===== config.mk =====
export PLATFORM = sky130hd
export DESIGN_NAME = calc_sequencer_flat
export DESIGN_NICKNAME = d
export VERILOG_FILES = /design/src/rtl/calc_sequencer_if.sv /design/src/rtl/calc_sequencer.sv /design/src/flat_wrapper.sv
export SDC_FILE = /design/constraint.sdc
export NUM_CORES = 1
export LEC_CHECK = 0
export ABC_CLOCK_PERIOD_IN_PS = 2050
export BUFFER_PORTS_ARGS = -buffer_cell sky130_fd_sc_hd__buf_2
export CAP_MARGIN = 0
export CORE_AREA = 2 2 54 56
export DETAILED_ROUTE_END_ITERATION = 7
export DIE_AREA = 0 0 56 58
export SLEW_MARGIN = 0
export SYNTH_ARGS = -nofsm -noshare
export SYNTH_HDL_FRONTEND = slang
export SYNTH_SLANG_ARGS = --single-unit

===== constraint.sdc =====
create_clock -name CLOCK_50 -period 2.05 [get_ports CLOCK_50]
set_input_delay 0.205 -clock CLOCK_50 [delete_from_list [all_inputs] [get_ports CLOCK_50]]
set_output_delay 0.205 -clock CLOCK_50 [all_outputs]
set_load 0.02 [all_outputs]

===== src/rtl/calc_sequencer_if.sv =====
// Signal bundle for calc_sequencer: request/operand inputs, adder drive/return, result/status.
// With CALC_CHAIN_EN defined the bundle also carries the chain request.
interface calc_sequencer_if;
    logic       start;
    logic [2:0] op;
    logic [3:0] a_in;
    logic [3:0] b_in;
`ifdef CALC_CHAIN_EN
    logic       chain;
`endif
    logic [3:0] adder_x;
    logic [3:0] adder_y;
    logic       adder_cin;
    logic [3:0] adder_sum;
    logic [3:0] result;
    logic       ovf;
    logic       busy;
    logic       done;

`ifdef CALC_CHAIN_EN
    modport slave  (input  start, op, a_in, b_in, chain, adder_sum,
                    output adder_x, adder_y, adder_cin, result, ovf, busy, done);
    modport master (output start, op, a_in, b_in, chain, adder_sum,
                    input  adder_x, adder_y, adder_cin, result, ovf, busy, done);
`else
    modport slave  (input  start, op, a_in, b_in, adder_sum,
                    output adder_x, adder_y, adder_cin, result, ovf, busy, done);
    modport master (output start, op, a_in, b_in, adder_sum,
                    input  adder_x, adder_y, adder_cin, result, ovf, busy, done);
`endif
endinterface


===== src/rtl/calc_sequencer.sv =====
// Sequencer for the shared 4-bit adder: capture, execute, done pulse.
// Optional CALC_CHAIN_EN: chain=1 with start reuses the current result as operand A.
//
// state     | meaning
// ----------+--------------------------------------------------
// S_IDLE    | waiting for start; busy low
// S_CAPTURE | latching operands and opcode
// S_EXEC    | driving the adder; result/ovf register at the edge
// S_DONE    | one-cycle done pulse
module calc_sequencer (
    input  logic             CLOCK_50,
    input  logic             RESET_N,
    calc_sequencer_if.slave  bus
);

    typedef enum logic [1:0] {S_IDLE, S_CAPTURE, S_EXEC, S_DONE} state_t;

    state_t     r_state;
    state_t     w_next;
    logic [3:0] r_ra;
    logic [3:0] r_rb;
    logic [2:0] r_rop;
    logic [3:0] r_result;
    logic       r_ovf;
`ifdef CALC_CHAIN_EN
    logic       r_chain;
`endif

    logic [3:0] w_x;
    logic [3:0] w_y;
    logic       w_cin;
    logic [3:0] w_abs_src;
    logic       w_ovf;

    always_ff @(posedge CLOCK_50 or negedge RESET_N) begin
        if (!RESET_N) r_state <= S_IDLE;
        else          r_state <= w_next;
    end

    always_comb begin
        w_next = r_state;
        case (r_state)
            S_IDLE:    if (bus.start) w_next = S_CAPTURE;
            S_CAPTURE: w_next = S_EXEC;
            S_EXEC:    w_next = S_DONE;
            S_DONE:    w_next = S_IDLE;
            default:   w_next = S_IDLE;
        endcase
    end

    // Opcode map: x00 add, 001 A-B, 101 B-A, 11x |A|, 01x |B|.
    always_comb begin
        w_x       = 4'd0;
        w_y       = 4'd0;
        w_cin     = 1'b0;
        w_abs_src = 4'd0;
        if (r_state == S_EXEC) begin
            if (r_rop[1:0] == 2'b00) begin
                w_x = r_ra;
                w_y = r_rb;
            end else if (r_rop == 3'b001) begin
                w_x   = r_ra;
                w_y   = ~r_rb;
                w_cin = 1'b1;
            end else if (r_rop == 3'b101) begin
                w_x   = r_rb;
                w_y   = ~r_ra;
                w_cin = 1'b1;
            end else begin
                w_abs_src = r_rop[2] ? r_ra : r_rb;
                if (w_abs_src[3]) begin
                    w_y   = ~w_abs_src;
                    w_cin = 1'b1;
                end else begin
                    w_x = w_abs_src;
                end
            end
        end
    end

    // |-8| lands here too: X=0, Y=0111, sum=1000.
    assign w_ovf = (w_x[3] == w_y[3]) & (bus.adder_sum[3] != w_x[3]);

    always_ff @(posedge CLOCK_50 or negedge RESET_N) begin
        if (!RESET_N) begin
            r_ra     <= 4'd0;
            r_rb     <= 4'd0;
            r_rop    <= 3'd0;
            r_result <= 4'd0;
            r_ovf    <= 1'b0;
`ifdef CALC_CHAIN_EN
            r_chain  <= 1'b0;
`endif
        end else begin
`ifdef CALC_CHAIN_EN
            if (r_state == S_IDLE) r_chain <= bus.start & bus.chain;
`endif
            if (r_state == S_CAPTURE) begin
`ifdef CALC_CHAIN_EN
                r_ra <= r_chain ? r_result : bus.a_in;
`else
                r_ra <= bus.a_in;
`endif
                r_rb  <= bus.b_in;
                r_rop <= bus.op;
            end
            if (r_state == S_EXEC) begin
                r_result <= bus.adder_sum;
                r_ovf    <= w_ovf;
            end
        end
    end

    assign bus.adder_x   = w_x;
    assign bus.adder_y   = w_y;
    assign bus.adder_cin = w_cin;
    assign bus.result    = r_result;
    assign bus.ovf       = r_ovf;
    assign bus.busy      = (r_state != S_IDLE);
    assign bus.done      = (r_state == S_DONE);

endmodule


===== src/flat_wrapper.sv =====
// flat-port wrapper written by rule: the top's interface ports become plain ports
module calc_sequencer_flat 
  (CLOCK_50, RESET_N, bus_start, bus_op, bus_a_in, bus_b_in, bus_adder_sum, bus_adder_x, bus_adder_y, bus_adder_cin, bus_result, bus_ovf, bus_busy, bus_done);
  calc_sequencer_if bus_i ();
  input  logic CLOCK_50;
  input  logic RESET_N;
  input wire logic [$bits(bus_i.start)-1:0] bus_start;
  input wire logic [$bits(bus_i.op)-1:0] bus_op;
  input wire logic [$bits(bus_i.a_in)-1:0] bus_a_in;
  input wire logic [$bits(bus_i.b_in)-1:0] bus_b_in;
  input wire logic [$bits(bus_i.adder_sum)-1:0] bus_adder_sum;
  output wire logic [$bits(bus_i.adder_x)-1:0] bus_adder_x;
  output wire logic [$bits(bus_i.adder_y)-1:0] bus_adder_y;
  output wire logic [$bits(bus_i.adder_cin)-1:0] bus_adder_cin;
  output wire logic [$bits(bus_i.result)-1:0] bus_result;
  output wire logic [$bits(bus_i.ovf)-1:0] bus_ovf;
  output wire logic [$bits(bus_i.busy)-1:0] bus_busy;
  output wire logic [$bits(bus_i.done)-1:0] bus_done;
  assign bus_i.start = bus_start;
  assign bus_i.op = bus_op;
  assign bus_i.a_in = bus_a_in;
  assign bus_i.b_in = bus_b_in;
  assign bus_i.adder_sum = bus_adder_sum;
  assign bus_adder_x = bus_i.adder_x;
  assign bus_adder_y = bus_i.adder_y;
  assign bus_adder_cin = bus_i.adder_cin;
  assign bus_result = bus_i.result;
  assign bus_ovf = bus_i.ovf;
  assign bus_busy = bus_i.busy;
  assign bus_done = bus_i.done;
  calc_sequencer u_core (.CLOCK_50(CLOCK_50), .RESET_N(RESET_N), .bus(bus_i));
endmodule

==> results.ini <==
[die]
pin_count=34
die_h_um=58
die_w_um=56
die-area_mm2=0.003248
core-area_mm2=0.002663
rows=19
start_util_pct=36.89

[synth]
synth.most_common_cell=dfrtp_1
yosys.area_share.adder_pct=6.369
synth_seq_area_share_pct=45.86
syn_area_um2=982.2
netlist_top_cells_count=18 x dfrtp_1, 14 x mux2_2, 8 x nor2_1
synth.top_cells.by_area=dfrtp_1 46%, mux2_2 16%, ha_1 6.4%, o21ai_0 3.6%, mux2i_1 3.1%
synth_top_area_share_pct=45.86
synth_xor_xnor_area_share_pct=0
syn_nets=114
synth_simple_gate_area_share_pct=11.21
synth-compound-area-share_pct=11.72
synth-seq-cells=18
ys_types=22
synth_cells=91
syn-mean-instance-area_um2=10.79
synth_edf_count=0
yosys_warnings=0
yosysTopAreaCell=dfrtp_1
async_flop_share_pct=100.0
synth_ff_type=dfrtp_1
synth_mux_area_share_pct=20.64
synth_top_family_by_area=multiplexers

[cts]
cts_inserted_buffers=3
insertion_delay_ns=0.30
ctsHtreeMaxLevel=1
path_clk_slew_ns=0.10
clock_path_buffers=2
root_buffer=clkbuf_4
cts_tree=yes
clock-sinks=18

[run_status]
status=completed

[grt]
gr-usage-met1_pct=16.88
grt_first_pass_wirelength_mm=3.525
grt_use_met3_pct=5.134
grt_usage_pct=14.30
grt_pass1_vias=779
use_met2_pct=22.52
busiest_layer=met2
grt-ovfl-total=0
grt_start_max_net_pins=19
antenna_found_initial=0

[critical_path]
r2r_cells=4
end_kind=output pin
criticalPathCategory=register to output pin
crit_fanout=9
rr_endpoint=u_core.bus.ovf$_DFFE_PN0P_
r2r_slack_ns=0.36
worstReg2RegStart=u_core.r_rop[2]$_DFFE_PN0N_
crit_required_ns=1.85
startpoint_type=register
arrival_ns=1.79

[hold_path]
hp-start=bus_op[1]
holdPathEnd=u_core.r_rop[1]$_DFFE_PN0N_
hold_depth=3
hp-class=primary input to register

[final_layout]
nets=153
finalNonFillerCells=160
multiInputGateArea_um2=504.2
layout-drive-gt1-share_pct=47.29
n_antenna_cell=0
n_fill_cell=274
regArea_um2=451.7
syn2layout_area_growth_pct=27.39

[drt]
dr_total_vias=816
viasPerCell=5.100
post_drt_wl_per_cell_um=13.45
drcViolationCount=0
drtAntennaViolNets=0
drt-initial-drc-count=13
first_pass_iters=4
finalWirelength_mm=2.152

[timing]
rsz0062_at_grt=false
setup_viol=0
relSlewSlack_pct=61.36
fmax_mhz=501.2
finalCriticalPeriod_ns=1.995
fin_skew_ns=0.001486
finalHoldViolCount=0
min_period_over_period_pct=97.33
fin_setup_tns_ns=0
tightest_slew_ns=0.5796
maxSlewViolCount=0

[placed_design]
portBuffers=33
hpwlAfterDp_mm=1.600
routabilityCongestion=0.8605
dp_cells=153

[power]
clkPwrFrac_pct=9.8
switching_share_pct=44.30
p_leak_nw=0.6242
power.density_mw_per_mm2=1776
p_int_w=0.001238
ir_drop_uv=886.8
switchingPower_w=0.0009842
pwr-share-comb_pct=56.9
seqPwrFrac_pct=33.2

[flow_run]
max-cap-violations=0

-- logic make-up after synthesis --
family | count (synthesis)
multiplexers | 18
adder cells (fa/ha/maj) | 5
AO/OA/AOI/OAI | 19
buffers and inverters | 9
AND/OR/NAND/NOR | 22
flip-flops | 18
-- power groups by stage --
stage	logic (W)	clock network [W]	registers, W
finish	0.00126	0.000219	0.000739
detailed placement	0.00121	0	0.000738
global placement	0.00119	0	0.000729
CTS	0.00121	0.000230	0.000736
global route	0.00139	0.000244	0.000776
floorplan	0.000886	0	0.000731
-- layout by cell type, fill, tap and decap left out --
master,instances
buf_2,33
dfrtp_1,17
mux2_2,14
o21ai_0,7
nor2_1,7
inv_1,6
nand2b_1,4
a21oi_1,4
ha_1,4
mux2i_1,3
and3_1,3
a22o_1,3
clkbuf_4,3
buf_4,3
a31oi_1,2
nand2_1,2
and3_2,1
a21boi_0,1
mux2_4,1
a211o_1,1
a21oi_2,1
nor3_2,1
nor2_2,1
nor3_1,1
nand3_1,1
or3_1,1
ha_2,1
clkbuf_8,1
dlygate4sd3_1,1
dfrtp_2,1
-- routing by layer --
layer  part of all wire [%]  vias up
met5                      0        -
met4                    2.9        0
met3                    4.8        6
met2                     51       25
met1                     42      393
li1                       -      392
-- metrics by stage --
| step | cell area [um^2] | setup WS, ns | power (W) | hold WS [ns] | util, % |
|---|---|---|---|---|---|
| floorplan | 982.2 | 0.4081 | 0.001617 | -0.09059 | - |
| global placement | 1175 | 0.2934 | 0.001917 | 0.1549 | 44.13 |
| detailed placement | 1175 | 0.2842 | 0.001945 | 0.1642 | 44.13 |
| CTS | 1222 | 0.02815 | 0.002178 | 0.1082 | 45.91 |
| global route | 1251 | 0.005273 | 0.002408 | 0.1158 | 46.99 |
| finish | 1251 | 0.05479 | 0.002222 | 0.1136 | 46.99 |
-- sequential cells by signal, summed over array words and instances (netlist names) --
name               flops
u_core.bus.ovf         1
u_core.bus.result      4
u_core.r_ra            4
u_core.r_rb            4
u_core.r_rop           3
u_core.r_state         2
-- worst max-delay path: stages, from the launching register on --
cell	delay, ns
dfrtp_2	0.49
mux2_4	0.33
a211o_1	0.33
nor2_1	0.15
buf_2	0.19
-- layout make-up --
cell class	count	area share, %
clock buffer	4	2.900
inverter	6	1.800
multi-input combinational	64	40.30
sequential	18	36.10
tap	31	3.100
timing repair buffer	37	15.80
-- how the worst max path moves through the flow --
stage                             startpoint                    endpoint  slack (ns)  cells after the start
6_report         u_core.r_rop[2]$_DFFE_PN0N_              bus_adder_y[3]        0.05                      4
5_1_grt          u_core.r_rop[0]$_DFFE_PN0N_              bus_adder_x[1]       0.005                      5
4_1_cts        u_core.r_state[0]$_DFFE_PN0P_              bus_adder_y[0]        0.03                      6
3_5_place_dp     u_core.r_rop[2]$_DFFE_PN0N_  u_core.bus.ovf$_DFFE_PN0P_        0.28                      4
3_3_place_gp     u_core.r_rop[2]$_DFFE_PN0N_  u_core.bus.ovf$_DFFE_PN0P_        0.29                      4
2_1_floorplan  u_core.r_state[0]$_DFFE_PN0P_              bus_adder_y[0]        0.41                      5
-- what timing repair did --
item / in CTS / in global routing
hold endpoints to repair: 18 / 0
hold buffers: 1 / 0
setup endpoints to repair: 1 / 5
cloned: 0 / 0
buffers inserted: 0 / 2
gates resized for setup: 1 / 4
(Power assumes the default switching activity.)
